[src/rtl/pie_preamble_rx_if.sv]
// Envelope input and measurement/strobe outputs of the PIE receive front end.
// The master modport is the receiver; the slave is the upstream/downstream logic.
interface pie_preamble_rx_if;
  logic       demod_in;
  logic       rx_en;
  logic [9:0] TRcal;
  logic [9:0] RTcal;
  logic       blc_update;
  logic       frame_start;
  logic       preamble_flag;
  logic       bit_vld;
  logic       bit_data;
  logic       frame_end;
  logic       frame_err;

  modport master (
    input  demod_in,
    input  rx_en,
    output TRcal,
    output RTcal,
    output blc_update,
    output frame_start,
    output preamble_flag,
    output bit_vld,
    output bit_data,
    output frame_end,
    output frame_err
  );

  modport slave (
    output demod_in,
    output rx_en,
    input  TRcal,
    input  RTcal,
    input  blc_update,
    input  frame_start,
    input  preamble_flag,
    input  bit_vld,
    input  bit_data,
    input  frame_end,
    input  frame_err
  );
endinterface

[src/rtl/pie_preamble_rx.sv]
// Gen2 reader-to-tag PIE front end: delimiter detect, Tari/RTcal/TRcal measurement
// and PIE bit decode, all timed in 1.92 MHz clock cycles.
module pie_preamble_rx #(
  parameter int unsigned DELIM_MIN = 19,
  parameter int unsigned DELIM_MAX = 29,
  parameter int unsigned DATA0_MIN = 10,
  parameter int unsigned DATA0_MAX = 50,
  parameter int unsigned TIMEOUT   = 1000
) (
  input logic               clk_1_92m,
  input logic               rst_n,
  pie_preamble_rx_if.master bus
);

  localparam logic [9:0] DelimMin = 10'(DELIM_MIN);
  localparam logic [9:0] DelimMax = 10'(DELIM_MAX);
  localparam logic [9:0] Data0Min = 10'(DATA0_MIN);
  localparam logic [9:0] Data0Max = 10'(DATA0_MAX);
  localparam logic [9:0] Timeout  = 10'(TIMEOUT);

  typedef enum logic [2:0] {StIdle, StDelim, StData0, StRtc, StTrc, StData} state_e;

  state_e     state_q, state_d;
  logic [1:0] sync_q;
  logic       demod_prev_q;
  logic [9:0] cnt_q, cnt_d;
  logic [9:0] d0_q, d0_d;
  logic [9:0] rtcal_q, rtcal_d;
  logic [9:0] trcal_q, trcal_d;
  logic       preamble_q, preamble_d;
  logic       bit_data_q, bit_data_d;
  logic       bit_vld_q, bit_vld_d;
  logic       frame_start_q, frame_start_d;
  logic       frame_end_q, frame_end_d;
  logic       frame_err_q, frame_err_d;
  logic       blc_arm_q, blc_arm_d;
  logic       blc_update_q, blc_update_d;

  logic        rise, fall, timeout;
  logic [9:0]  ival, rt_half;
  logic [11:0] ival_x, rt3;

  assign rise    = sync_q[1] & ~demod_prev_q;
  assign fall    = ~sync_q[1] & demod_prev_q;
  // Interval is the saturating count including the current cycle.
  assign ival    = (cnt_q == 10'h3ff) ? cnt_q : cnt_q + 10'd1;
  assign timeout = (ival == Timeout);
  assign rt_half = rtcal_q >> 1;
  assign ival_x  = {2'b00, ival};
  assign rt3     = {2'b00, rtcal_q} + {1'b0, rtcal_q, 1'b0};

  always_comb begin
    state_d       = state_q;
    cnt_d         = ival;
    d0_d          = d0_q;
    rtcal_d       = rtcal_q;
    trcal_d       = trcal_q;
    preamble_d    = preamble_q;
    bit_data_d    = bit_data_q;
    bit_vld_d     = 1'b0;
    frame_start_d = 1'b0;
    frame_end_d   = 1'b0;
    frame_err_d   = 1'b0;
    blc_arm_d     = 1'b0;
    blc_update_d  = blc_arm_q;

    if (!bus.rx_en) begin
      state_d      = StIdle;
      cnt_d        = '0;
      blc_update_d = 1'b0;
    end else begin
      // Intervals run rising edge to rising edge; only the delimiter starts on a fall.
      if (rise) cnt_d = '0;
      unique case (state_q)
        StIdle: begin
          if (fall) begin
            state_d = StDelim;
            cnt_d   = '0;
          end
        end
        StDelim: begin
          if (rise) begin
            if (ival >= DelimMin && ival <= DelimMax) begin
              state_d = StData0;
            end else begin
              state_d     = StIdle;
              frame_err_d = 1'b1;
            end
          end
        end
        StData0: begin
          if (rise) begin
            if (ival >= Data0Min && ival <= Data0Max) begin
              d0_d    = ival;
              state_d = StRtc;
            end else begin
              state_d     = StIdle;
              frame_err_d = 1'b1;
            end
          end else if (timeout) begin
            state_d     = StIdle;
            frame_err_d = 1'b1;
          end
        end
        StRtc: begin
          if (rise) begin
            if (ival > d0_q) begin
              rtcal_d = ival;
              state_d = StTrc;
            end else begin
              state_d     = StIdle;
              frame_err_d = 1'b1;
            end
          end else if (timeout) begin
            state_d     = StIdle;
            frame_err_d = 1'b1;
          end
        end
        StTrc: begin
          if (rise) begin
            if (ival > rtcal_q && ival_x <= rt3) begin
              trcal_d       = ival;
              preamble_d    = 1'b1;
              frame_start_d = 1'b1;
              blc_arm_d     = 1'b1;
              state_d       = StData;
            end else if (ival > rtcal_q) begin
              state_d     = StIdle;
              frame_err_d = 1'b1;
            end else begin
              // Frame-sync: this interval is already the first data bit.
              preamble_d    = 1'b0;
              frame_start_d = 1'b1;
              bit_vld_d     = 1'b1;
              bit_data_d    = (ival >= rt_half);
              state_d       = StData;
            end
          end else if (timeout) begin
            state_d     = StIdle;
            frame_err_d = 1'b1;
          end
        end
        StData: begin
          if (rise) begin
            bit_vld_d  = 1'b1;
            bit_data_d = (ival >= rt_half);
          end else if (timeout) begin
            state_d     = StIdle;
            frame_end_d = 1'b1;
          end
        end
        default: state_d = StIdle;
      endcase
    end
  end

  always_ff @(posedge clk_1_92m or negedge rst_n) begin
    if (!rst_n) begin
      state_q       <= StIdle;
      sync_q        <= '0;
      demod_prev_q  <= 1'b0;
      cnt_q         <= '0;
      d0_q          <= '0;
      rtcal_q       <= '0;
      trcal_q       <= '0;
      preamble_q    <= 1'b0;
      bit_data_q    <= 1'b0;
      bit_vld_q     <= 1'b0;
      frame_start_q <= 1'b0;
      frame_end_q   <= 1'b0;
      frame_err_q   <= 1'b0;
      blc_arm_q     <= 1'b0;
      blc_update_q  <= 1'b0;
    end else begin
      state_q       <= state_d;
      sync_q        <= {sync_q[0], bus.demod_in};
      demod_prev_q  <= sync_q[1];
      cnt_q         <= cnt_d;
      d0_q          <= d0_d;
      rtcal_q       <= rtcal_d;
      trcal_q       <= trcal_d;
      preamble_q    <= preamble_d;
      bit_data_q    <= bit_data_d;
      bit_vld_q     <= bit_vld_d;
      frame_start_q <= frame_start_d;
      frame_end_q   <= frame_end_d;
      frame_err_q   <= frame_err_d;
      blc_arm_q     <= blc_arm_d;
      blc_update_q  <= blc_update_d;
    end
  end

  assign bus.TRcal         = trcal_q;
  assign bus.RTcal         = rtcal_q;
  assign bus.blc_update    = blc_update_q;
  assign bus.frame_start   = frame_start_q;
  assign bus.preamble_flag = preamble_q;
  assign bus.bit_vld       = bit_vld_q;
  assign bus.bit_data      = bit_data_q;
  assign bus.frame_end     = frame_end_q;
  assign bus.frame_err     = frame_err_q;

endmodule

[src/flat_wrapper.sv]
// flat-port wrapper written by rule: the top's interface ports become plain ports
module pie_preamble_rx_flat 
#(
  parameter int unsigned DELIM_MIN = 19,
  parameter int unsigned DELIM_MAX = 29,
  parameter int unsigned DATA0_MIN = 10,
  parameter int unsigned DATA0_MAX = 50,
  parameter int unsigned TIMEOUT   = 1000
)
  (clk_1_92m, rst_n, bus_demod_in, bus_rx_en, bus_TRcal, bus_RTcal, bus_blc_update, bus_frame_start, bus_preamble_flag, bus_bit_vld, bus_bit_data, bus_frame_end, bus_frame_err);
  pie_preamble_rx_if bus_i ();
  input logic clk_1_92m;
  input logic rst_n;
  input wire logic [$bits(bus_i.demod_in)-1:0] bus_demod_in;
  input wire logic [$bits(bus_i.rx_en)-1:0] bus_rx_en;
  output wire logic [$bits(bus_i.TRcal)-1:0] bus_TRcal;
  output wire logic [$bits(bus_i.RTcal)-1:0] bus_RTcal;
  output wire logic [$bits(bus_i.blc_update)-1:0] bus_blc_update;
  output wire logic [$bits(bus_i.frame_start)-1:0] bus_frame_start;
  output wire logic [$bits(bus_i.preamble_flag)-1:0] bus_preamble_flag;
  output wire logic [$bits(bus_i.bit_vld)-1:0] bus_bit_vld;
  output wire logic [$bits(bus_i.bit_data)-1:0] bus_bit_data;
  output wire logic [$bits(bus_i.frame_end)-1:0] bus_frame_end;
  output wire logic [$bits(bus_i.frame_err)-1:0] bus_frame_err;
  assign bus_i.demod_in = bus_demod_in;
  assign bus_i.rx_en = bus_rx_en;
  assign bus_TRcal = bus_i.TRcal;
  assign bus_RTcal = bus_i.RTcal;
  assign bus_blc_update = bus_i.blc_update;
  assign bus_frame_start = bus_i.frame_start;
  assign bus_preamble_flag = bus_i.preamble_flag;
  assign bus_bit_vld = bus_i.bit_vld;
  assign bus_bit_data = bus_i.bit_data;
  assign bus_frame_end = bus_i.frame_end;
  assign bus_frame_err = bus_i.frame_err;
  pie_preamble_rx #(.DELIM_MIN(DELIM_MIN), .DELIM_MAX(DELIM_MAX), .DATA0_MIN(DATA0_MIN), .DATA0_MAX(DATA0_MAX), .TIMEOUT(TIMEOUT)) u_core (.clk_1_92m(clk_1_92m), .rst_n(rst_n), .bus(bus_i));
endmodule
[config.mk]
export PLATFORM = sky130hd
export DESIGN_NAME = pie_preamble_rx_flat
export DESIGN_NICKNAME = d
export VERILOG_FILES = /design/src/rtl/pie_preamble_rx_if.sv /design/src/rtl/pie_preamble_rx.sv /design/src/flat_wrapper.sv
export SDC_FILE = /design/constraint.sdc
export NUM_CORES = 1
export LEC_CHECK = 0
export CORE_UTILIZATION = 53
export CTS_CLUSTER_DIAMETER = 200
export DETAILED_ROUTE_END_ITERATION = 10
export PLACE_DENSITY = 0.74
export SETUP_SLACK_MARGIN = 0.3
export SYNTH_ARGS = -nofsm -noshare
export SYNTH_HDL_FRONTEND = slang
export SYNTH_SLANG_ARGS = --single-unit
[constraint.sdc]
create_clock -name clk_1_92m -period 3.85 [get_ports clk_1_92m]
set_clock_uncertainty 0.15 [all_clocks]
set_input_delay 1.155 -clock clk_1_92m [delete_from_list [all_inputs] [get_ports clk_1_92m]]
set_output_delay 1.155 -clock clk_1_92m [all_outputs]
set_load 0.005 [all_outputs]
### Word level (Yosys, flattened, before mapping)

Cells that the tools add are included.
Widths: inputs -> output; s select.

* flip-flop bits (word level): 54

* add/sub/neg operators: 2
* order comparisons: 8
* equal/unequal tests: 15
* mux-type cells: 56
* bitwise gates (word level): 4
* reductions and logical operators: 11

Operators with widths (count)
* $mux 10: 5
* $mux 1: 34
* $mux 3: 11
* $eq 10x10->1 const B: 2
* $gt 10x10->1: 2
* $pmux 3 s6: 1
* $reduce_and 4->1: 4
* $add 10x11->12: 1
* $le 10x12->1: 1
* $add 10x1->10 const B: 1
* $ge 10x4->1 const B: 1
* $ge 10x5->1 const B: 1
* $ge 10x9->1: 1
* $le 10x5->1 const B: 1
* $le 10x6->1 const B: 1
* $eq 3x2->1 const B: 2
* $eq 3x3->1 const B: 2
* $ne 2x2->1 const B: 3
* $ne 3x2->1 const B: 2
* $reduce_and 6->1: 1
* $mux 2: 2
* $ne 2x1->1 const B: 2
* $pmux 1 s2: 2
* $pmux 1 s4: 1
* other kinds (8): 12

### Depth between registers and ports, before layout

Gate-level depths: netlist (run 1).

* depth after elaboration: 8
* mapped depth: 17

### Least setup slack after synthesis (run 1)

OpenSTA, ideal clock, no wires.

* path type: reg-to-reg
* start: register u_core.cnt_q[0]
* end: register u_core.trcal_q[4] (netlist: u_core.bus.TRcal[4])
* setup time: 0.125 ns
* arrival time: 3.619 ns
* setup slack: -0.044 ns
* cell stages (with the launch flop): 15
* path buffers: 1
* period minus slack after synthesis: 3.894 ns
* path through: dfrtp_1 -> ha_1 -> nand2_2 -> nor3_4 -> mux2i_1 -> inv_1 -> ha_1 -> nor2b_1 -> o211ai_1 -> a21oi_1 -> o21ai_0 -> a211oi_2 -> nor4_2 -> buf_2 -> mux2_2

* cells in the longest elaborated chain, start to end: 5

RTL lines
* start, declared: line pie_preamble_rx.sv:26 `logic [9:0] cnt_q, cnt_d;`
* start signal, assigned: line pie_preamble_rx.sv:178 `cnt_q <= cnt_d;`
* $add 10x1->10 or $eq 10x10->1 (tied branches): line pie_preamble_rx.sv:46 `assign ival = (cnt_q == 10'h3ff) ? cnt_q : cnt_q + 10'd1;`
* $mux 10 *: line pie_preamble_rx.sv:46
* net u_core.ival[1]: line pie_preamble_rx.sv:40 `logic [9:0] ival, rt_half;`
* $le 10x12->1 or $gt 10x10->1 (tied branches): line pie_preamble_rx.sv:121 `if (ival > rtcal_q && ival_x <= rt3) begin`
* $logic_and 1x1->1 *: line pie_preamble_rx.sv:121
* $reduce_and 4->1 (no line) *
* end signal, assigned: line pie_preamble_rx.sv:181 `trcal_q <= trcal_d;`
* end, declared: line pie_preamble_rx.sv:29 `logic [9:0] trcal_q, trcal_d;`

The timed path passes the listed nets; every way through them passes the cells marked *.
A chain may end at the register's enable or synchronous reset.

### Worst setup path in the final report (run 1)

* start: register u_core.rtcal_q[1] (netlist: u_core.bus.RTcal[1])
* end: register u_core.trcal_q[6] (netlist: u_core.bus.TRcal[6])

* cells in the longest elaborated chain, start to end: 4

RTL lines
* start, declared: line pie_preamble_rx.sv:28 `logic [9:0] rtcal_q, rtcal_d;`
* start signal, assigned: line pie_preamble_rx.sv:180 `rtcal_q <= rtcal_d;`
* $add 10x11->12: line pie_preamble_rx.sv:50 `assign rt3 = {2'b00, rtcal_q} + {1'b0, rtcal_q, 1'b0};`
* $le 10x12->1: line pie_preamble_rx.sv:121
* $logic_and 1x1->1 *: line pie_preamble_rx.sv:121
* $reduce_and 4->1 (no line) *

Every way passes the cells marked *; elsewhere a longest branch is shown, timed or not.

==> results.cfg, run 1 <==
[critical_path]
timing.setup.critical_path_class = register to register
path_max_fanout = 5
critical_path_required_time_ps = 3910
critical_path.startpoint_type = register
ff2ff_setup_slack_ps = 150
cells_along_the_critical_path = ha_4 > fa_2 > a21oi_2 > o21ai_2 > a21oi_2 > a211oi_2 > xor2_1 > ha_2 > nor2_1 > nor2_1 > and4_1 > o21ai_2 > a211oi_4 > buf_6 > nor4_4 > buf_6 > clkbuf_16 > mux2_2
reg2reg_depth = 18
cpMaxStageDelayCell = dfrtp_2
crit-reg2reg-capture = u_core.bus.TRcal[6]$_DFFE_PN0P_
critical_path.max_stage_delay_ps = 480
worst_setup_path_end_kind = register
worst_ep_arrival_time_ps = 3770
crit_start = u_core.bus.RTcal[1]$_DFFE_PN0P_
worst_setup_path_endpoint = u_core.bus.TRcal[6]$_DFFE_PN0P_
critical_path.reg2reg.startpoint = u_core.bus.RTcal[1]$_DFFE_PN0P_

[global_route]
number_of_antenna_violations_at_the_first_check_in_global_routing = 0
maximum_number_of_pins_on_one_net_before_global_route_repair = 45
first_global_vias = 3273
grt_util_all_layers_pct = 27.1
gr-total-overflow = 0
grt_pass1_wl_mm = 16.0

[power]
powerDensity_nw_per_um2 = 208
report.power.total_w = 0.00102
peakVddDrop_mv = 0.208
power_leakage_nw = 2.37

[timing]
relSlewSlack_pct = 32.0
timing.setup.tns_ps = 0
maxClockFrequency_mhz = 270
hold_viol_final = 0
timing.final.setup_violations = 0
finalCriticalPeriod_ps = 3700
slew_viol_final = 0
fin_worst_hold_slack_ps = 230
final_critical_path_setup_slack_ps = 147
post-route-period-util_pct = 96.2
timing_worst_slew_pin_value_ps = 1020
rsz_0062_raised_after_global_routing = yes

[layout]
final_nets = 527
final_cell_mix = ha_1, dfrtp_1, nor2_1
area.growth.synth_to_final_pct = 24.6
final_layout_size_suffix_gt1_share_pct = 23.1
num_antenna_cells = 0
commonest_non_fill_non_tap_cell_in_the_layout = ha_1
postLayoutCellArea_um2 = 4890

[die]
die_width_um = 88.1
total_die_area_um2 = 7750
die_height_um = 88.1
floorplan.initialDensity_pct = 54.4
design.core.area_um2 = 7210
ios = 31
cell_rows = 31

[synth]
post_synthesis_cells = 406
ys.warnings.count = 0
postSynth.topFlopCell = dfrtp_1
synthArstFlopShare_pct = 100
synth-seq-area-share_pct = 34.4
synth_simple_gate_area_share_pct = 17.5
main_combinational_cell_family_by_area_after_synthesis = simple AND/OR/NAND/NOR gates
synthXorXnorAreaFrac_pct = 2.01
total_nets_after_synthesis = 463
postSynthRegisterBits = 54
post_synth.cell_area_avg_um2 = 9.67
yosys.area_share.adder_pct = 17.1
syn_area_um2 = 3930
netlist-cell-type-count = 65
share_of_the_synthesized_area_in_compound_gates_ao_oa_aoi_oai_pct = 15.6
synth-edff-count = 0
post_synth_mux_area_share_pct = 8.58

[outcome]
status = complete, no violations

[clock_network]
path_clk_slew_ps = 110
root_buffer = clkbuf_8
cts_max_path_buffers = 2
tritoncts.num_buffers = 5
cts.sink_count = 54
cts_tree = done
worst_skew_pair.late_latency_ps = 320
maximum_level_of_the_cts_h_tree = 2

[placement]
placement.setup.worst_slack_ps = 22.1
detailedPlacementHpwl_mm = 7.11
portBuffers = 30
detailed_place.area_um2 = 4460
gp_weighted_congestion = 0.879

[detailed_routing]
detailedRoute.firstPassIterationCount = 5
route.vias.total = 3364
wirelength_mm = 10.3
detail_route.drc_violations = 0
wl_per_cell_um = 18.0
ant_nets = 0
drt_iter0_drc = 121
via_per_inst = 5.90

[worst_hold_path]
hold_path_class = register to register
holdPathStages = 0

[run]
drv_cap = 0
[worst min-delay path by stage]
stage | from | to
6_report | u_core.sync_q[0]$_DFF_PN0_ | u_core.sync_q[1]$_DFF_PN0_
5_1_grt | u_core.sync_q[0]$_DFF_PN0_ | u_core.sync_q[1]$_DFF_PN0_
4_1_cts | u_core.sync_q[0]$_DFF_PN0_ | u_core.sync_q[1]$_DFF_PN0_
3_5_place_dp | u_core.sync_q[0]$_DFF_PN0_ | u_core.sync_q[1]$_DFF_PN0_
3_3_place_gp | u_core.sync_q[0]$_DFF_PN0_ | u_core.sync_q[1]$_DFF_PN0_
2_1_floorplan | u_core.sync_q[0]$_DFF_PN0_ | u_core.sync_q[1]$_DFF_PN0_
[area by class of cell]
| cell class | instances | area (um2) |
|---|---|---|
| Timing Repair Buffer | 68 | 629 |
| Multi-Input combinational cell | 305 | 2540 |
| Inverter | 36 | 135 |
| Tap cell | 99 | 124 |
| Clock buffer | 5 | 68.8 |
| Fill cell | 540 | 2320 |
| Sequential cell | 54 | 1360 |
| Clock inverter | 3 | 28.8 |
[power by group]
part | switching [W] | internal (W)
sequential | 0.00000595 | 0.000571
combinational | 0.0000556 | 0.0000322
clock | 0.000215 | 0.000136
total | 0.000277 | 0.000739
[cell families after synthesis]
| kind of cell | count (synthesis) |
|---|---|
| AND/OR/NAND/NOR | 124 |
| adder cells (fa/ha/maj) | 53 |
| flip-flops | 54 |
| multiplexers | 31 |
| buffers and inverters | 47 |
| AO/OA/AOI/OAI | 88 |
| XOR/XNOR | 9 |
[state kept, by name (all words and copies together), names as in the netlist, 2 cells and up]
name / flops
u_core.bus.RTcal: 10
u_core.bus.TRcal: 10
u_core.sync_q: 2
u_core.state_q: 3
u_core.cnt_q: 10
u_core.d0_q: 10
[metrics by stage]
| stage | cells | utilization, % |
|---|---|---|
| after floorplan | 406 | - |
| after global placement | 539 | 61.8 |
| after detailed placement | 539 | 61.8 |
| after CTS | 558 | 65.5 |
| after global routing | 570 | 67.8 |
| final | 570 | 67.8 |
[cells in the mapped netlist (all sizes together), types with 4 or more instances]
library cell,instances,area share [%]
nor2,39,3.7
nand3,6,0.89
xnor2,6,1.3
o211ai,8,1.5
a211oi,9,1.8
clkbuf,6,0.57
nor2b,8,1.3
o21bai,4,1.1
nand4,10,1.9
nand2,21,2.1
o21ai,17,2.2
and4,7,1.6
ha,52,17
inv,36,3.4
dfrtp,54,34
and2,5,0.80
a21oi,19,2.5
mux2i,13,3.3
o21a,5,0.96
nor3,11,1.8
a21o,5,0.96
buf,5,0.80
mux2,18,5.3
[repair_timing]
action,in CTS,in global routing
setup buffers,11,11
setup endpoints to repair,25,25
hold buffers,0,0
pin swaps,10,3
gates cloned,0,1
gates resized for setup,19,18
endpoints found under the hold margin,0,0
[per-layer routing]
| metal | GRT usage [%] | share of wire, % |
|---|---|---|
| met3 | 5.00 | 6.2 |
| met2 | 46.4 | 49 |
| met1 | 34.5 | 42 |
| met4 | 9.24 | 2.4 |
| met5 | 0 | 0 |
[critical path, delay by kind of cell (launching register included)]
kind	cells	cell delay [ps]
simple gates	4	500
xor+xnor	1	190
mux	1	320
buf+inv	3	460
flops	1	480
compound gates	6	660
fa+ha+maj	3	830
Power figures use the tool's default switching activity.
==> run 2: changes to the inputs <==
- GPL_TIMING_DRIVEN: not set -> 0
- SETUP_SLACK_MARGIN: 0.3 -> 0.5
==> results.cfg, run 2 (same netlist as run 1, synthesis figures left out) <==
[timing]
relSlewSlack_pct = 35.3
slew_viol_final = 0
hold_viol_final = 0
rsz_0062_raised_after_global_routing = yes
finalCriticalPeriod_ps = 3800
post-route-period-util_pct = 98.6
timing.final.setup_violations = 0
maxClockFrequency_mhz = 263
timing_worst_slew_pin_value_ps = 967

[die]
floorplan.initialDensity_pct = 54.4
cell_rows = 31
die_width_um = 88.1
design.core.area_um2 = 7210
die_height_um = 88.1
total_die_area_um2 = 7750
ios = 31

[layout]
area.growth.synth_to_final_pct = 31.9
fin_cells = 583
finish.utilization_pct = 71.8
final_nets = 540
commonest_non_fill_non_tap_cell_in_the_layout = ha_1
final_layout_size_suffix_gt1_share_pct = 28.5
num_antenna_cells = 0
final_cell_mix = ha_1, dfrtp_1, nor2_1

[placement]
gp_weighted_congestion = 0.885
portBuffers = 29
detailedPlacementHpwl_mm = 6.81
placed_insts = 535

[power]
seq_power_share_pct = 56.6
powerDensity_nw_per_um2 = 196
share_comb_of_total_power_pct = 10.4
peakVddDrop_mv = 0.147
power_leakage_nw = 2.43
psw_w = 0.000272
internal_power_w = 0.000744
power.clock.fraction_pct = 33.0
power_switching_share_pct = 26.7

[outcome]
status = complete, no violations

[detailed_routing]
ant_nets = 0
via_per_inst = 5.85
wl_per_cell_um = 17.6
wirelength_mm = 10.3
detailedRoute.firstPassIterationCount = 5
detail_route.drc_violations = 0
route.vias.total = 3412
drt_iter0_drc = 222

[global_route]
maximum_number_of_pins_on_one_net_before_global_route_repair = 31
grt_util_all_layers_pct = 25.2
gr-total-overflow = 0
first_global_vias = 3137
grt_pass1_wl_mm = 15.1
number_of_antenna_violations_at_the_first_check_in_global_routing = 0

[critical_path]
timing.setup.critical_path_class = register to register
path_max_fanout = 5
critical_path_required_time_ps = 3910
worst_ep_arrival_time_ps = 3860
critical_path.startpoint_type = register
worst_setup_path_end_kind = register

[clock_network]
tritoncts.num_buffers = 5
maximum_level_of_the_cts_h_tree = 2
cts.sink_count = 54
path_clk_slew_ps = 110
ctsHoldBuffers = 0
root_buffer = clkbuf_8
worst_skew_pair.late_latency_ps = 320
cts_max_path_buffers = 2
cts_tree = done

[run]
drv_cap = 0

[worst_hold_path]
hold_path_class = register to register
## run 2: what timing repair did
item,4_1_cts,5_1_grt
setup buffers,11,28
gates resized for setup,19,55
gates cloned,0,1
pin swaps,3,25
endpoints found under the setup margin,28,28
## run 2: metrics by stage
| stage | TNS (ps) | instance area, um2 | power [W] | worst slack, ps | hold slack (ps) |
|---|---|---|---|---|---|
| 5_1_grt | -628 | 5180 | 0.00105 | -87.6 | 212 |
| 3_5_place_dp | -799 | 4510 | 0.000670 | -123 | 186 |
| 4_1_cts | 0 | 4750 | 0.00101 | 168 | 210 |
| 6_report | 0 | 5180 | 0.00102 | 52.9 | 208 |
| 3_3_place_gp | -10330 | 4500 | 0.000666 | -367 | 183 |
| 2_1_floorplan | 0 | 4080 | 0.000638 | 430 | 181 |
## run 2: final cells by class
type	count	area [um2]
clock inverter	3	25.0
timing repair buffer	70	671
buffer	11	72.6
tap	99	124
fill	546	2040
clock buffer	5	68.8
multi-input combinational	305	2710
sequential	54	1370
inverter	36	138
## run 2: power by group through the flow
stage | logic, W | clock network [W] | registers (W)
finish | 0.000105 | 0.000336 | 0.000575
global route | 0.000116 | 0.000358 | 0.000575
CTS | 0.0000901 | 0.000345 | 0.000576
detailed placement | 0.0000821 | 0 | 0.000588
global placement | 0.0000784 | 0 | 0.000588
floorplan | 0.0000509 | 0 | 0.000587
## run 2: worst paths after layout
path,startpoint,endpoint,slack (ps),cells past startpoint
hold / removal,u_core.sync_q[0]$_DFF_PN0_,u_core.sync_q[1]$_DFF_PN0_,210,0
setup / recovery,u_core.bus.RTcal[0]$_DFFE_PN0P_,u_core.bus.TRcal[7]$_DFFE_PN0P_,50,17
setup reg to reg,u_core.bus.RTcal[0]$_DFFE_PN0P_,u_core.bus.TRcal[7]$_DFFE_PN0P_,50,17
min in group asynchronous,rst_n,u_core.bus.TRcal[7]$_DFFE_PN0P_,660,1
max in group asynchronous,rst_n,u_core.bus.RTcal[2]$_DFFE_PN0P_,2310,2
hold reg to reg,u_core.sync_q[0]$_DFF_PN0_,u_core.sync_q[1]$_DFF_PN0_,210,0
## run 2: per-layer routing
metal	wire, um	track usage [%]
met2	4970	40.7
met5	0	0
met4	171	8.21
met3	470	3.77
met1	4660	34.7
## run 2: critical path, stage by stage, from the launching register on
cell	delay, ps
dfrtp_2	460
ha_4	180
fa_2	420
a21oi_4	180
o21ai_2	70
a21oi_2	210
a211oi_4	100
xor2_1	160
ha_1	340
nand4_1	120
and4_1	230
o21ai_2	80
a211oi_4	210
buf_6	160
nor4_4	40
buf_4	170
buf_8	140
mux2_4	290
==> run 3: changes to the inputs <==
- CORE_MARGIN: not set -> 8
- CORE_UTILIZATION: 53 -> 55
- SKIP_CTS_REPAIR_TIMING: not set -> 1
- clock period: 3.85 -> 3.5 ns (I/O delays scaled with it)
==> results.cfg, run 3 (same netlist as run 1, synthesis figures left out) <==
[outcome]
status = finished with violations
failed_checks = negative setup slack

[detailed_routing]
ant_nets = 0
route.vias.total = 3326
via_per_inst = 5.90
detailedRoute.firstPassIterationCount = 5
drt_iter0_drc = 193
wl_per_cell_um = 17.5
detail_route.drc_violations = 0
wirelength_mm = 9.89

[layout]
fill_cells = 501
final_layout_size_suffix_gt1_share_pct = 24.1
commonest_non_fill_non_tap_cell_in_the_layout = ha_1
multi_input_area_um2 = 2660
num_antenna_cells = 0
final_cell_mix = ha_1, dfrtp_1, nor2_1
area.growth.synth_to_final_pct = 26.2
final_nets = 524
seq_area_um2 = 1360

[timing]
maxClockFrequency_mhz = 264
relSlewSlack_pct = 38.9
post-route-period-util_pct = 108
rsz_0062_raised_after_global_routing = yes
slew_viol_final = 0
timing.setup.tns_ps = -3270
timing.final.setup_violations = 21
timing_worst_slew_pin_value_ps = 912
final_critical_path_setup_slack_ps = -284
hold_viol_final = 0
finalCriticalPeriod_ps = 3780
fin_worst_hold_slack_ps = 212

[die]
ios = 31
floorplan.initialDensity_pct = 57.1
die_height_um = 100
die_width_um = 100
cell_rows = 30
total_die_area_um2 = 10100
design.core.area_um2 = 6870

[placement]
portBuffers = 29
detailedPlacementHpwl_mm = 7.01
gp_weighted_congestion = 0.915

[critical_path]
path_max_fanout = 5
timing.setup.critical_path_class = register to register
critical_path.startpoint_type = register
crit_start = u_core.bus.RTcal[1]$_DFFE_PN0P_
critical_path.reg2reg.startpoint = u_core.bus.RTcal[1]$_DFFE_PN0P_
worst_setup_path_end_kind = register
worst_ep_arrival_time_ps = 3830
critical_path_required_time_ps = 3550

[clock_network]
path_clk_slew_ps = 100
root_buffer = clkbuf_8
maximum_level_of_the_cts_h_tree = 2
cts_tree = done
worst_skew_pair.late_latency_ps = 320
cts.sink_count = 54
cts_max_path_buffers = 2
tritoncts.num_buffers = 5

[global_route]
number_of_antenna_violations_at_the_first_check_in_global_routing = 0
grt_util_all_layers_pct = 19.6
grt_pass1_wl_mm = 15.8
first_global_vias = 3207
maximum_number_of_pins_on_one_net_before_global_route_repair = 30
gr-total-overflow = 0

[worst_hold_path]
hold_path_class = register to register
hold_start = u_core.sync_q[0]$_DFF_PN0_

[power]
peakVddDrop_mv = 0.201
powerDensity_nw_per_um2 = 225
report.power.total_w = 0.00111
power_leakage_nw = 2.35

[run]
drv_cap = 0
[run 3: critical path, cell delays in order (launching register included)]
cell and delay, ps:
dfrtp_2 490, ha_4 190, fa_2 360, a21oi_2 180, o21ai_2 70, a21oi_2 220
xor2_1 180, ha_1 260, and4_1 170, nand4_1 120, and4_1 210, o21ai_2 80
a211oi_4 330, a21oi_1 120, a31o_1 200, a311o_1 320
[run 3: metal layers]
| layer | global-route usage, % | vias up | part of all wire (%) |
|---|---|---|---|
| met3 | 3.45 | 18 | 4.9 |
| met5 | 0 | - | 0 |
| met1 | 25.3 | 1614 | 46 |
| met4 | 5.93 | 0 | 1.9 |
| li1 | - | 1589 | - |
| met2 | 32.4 | 105 | 48 |
[run 3: area by class of cell]
| class | instances | area share (%) |
|---|---|---|
| Clock buffer | 5 | 1.39 |
| Sequential cell | 54 | 27.5 |
| Timing Repair Buffer | 54 | 10.4 |
| Clock inverter | 3 | 0.379 |
| Inverter | 36 | 2.73 |
| Multi-Input combinational cell | 305 | 53.8 |
| Tap cell | 96 | 2.43 |
| Buffer | 11 | 1.34 |
[run 3: worst paths after layout]
check                                                   to  slack [ps]  cells past startpoint
max in group asynchronous        u_core.cnt_q[1]$_DFF_PN0_        2010                      2
hold reg to reg                 u_core.sync_q[1]$_DFF_PN0_         210                      0
hold / removal                  u_core.sync_q[1]$_DFF_PN0_         210                      0
min in group asynchronous  u_core.bus.RTcal[6]$_DFFE_PN0P_         590                      1
setup / recovery             u_core.state_q[2]$_DFFE_PN0P_        -280                     15
setup reg to reg             u_core.state_q[2]$_DFFE_PN0P_        -280                     15
[run 3: report_power, final]
part | leakage, nW | total (W) | switching (W) | internal [W]
logic | 1.65 | 0.000113 | 0.0000677 | 0.0000456
clock network | 0.0483 | 0.000366 | 0.000224 | 0.000142
registers | 0.648 | 0.000633 | 0.00000525 | 0.000628
[run 3: through the flow]
stage	utilization (%)	instance area [um2]	worst slack [ps]	std cells
global route	72.1	4950	-401	564
floorplan	-	4110	66.4	406
CTS	67.3	4620	-603	540
detailed placement	66.0	4530	-574	532
global placement	65.8	4520	-630	531
finish	72.1	4950	-284	564
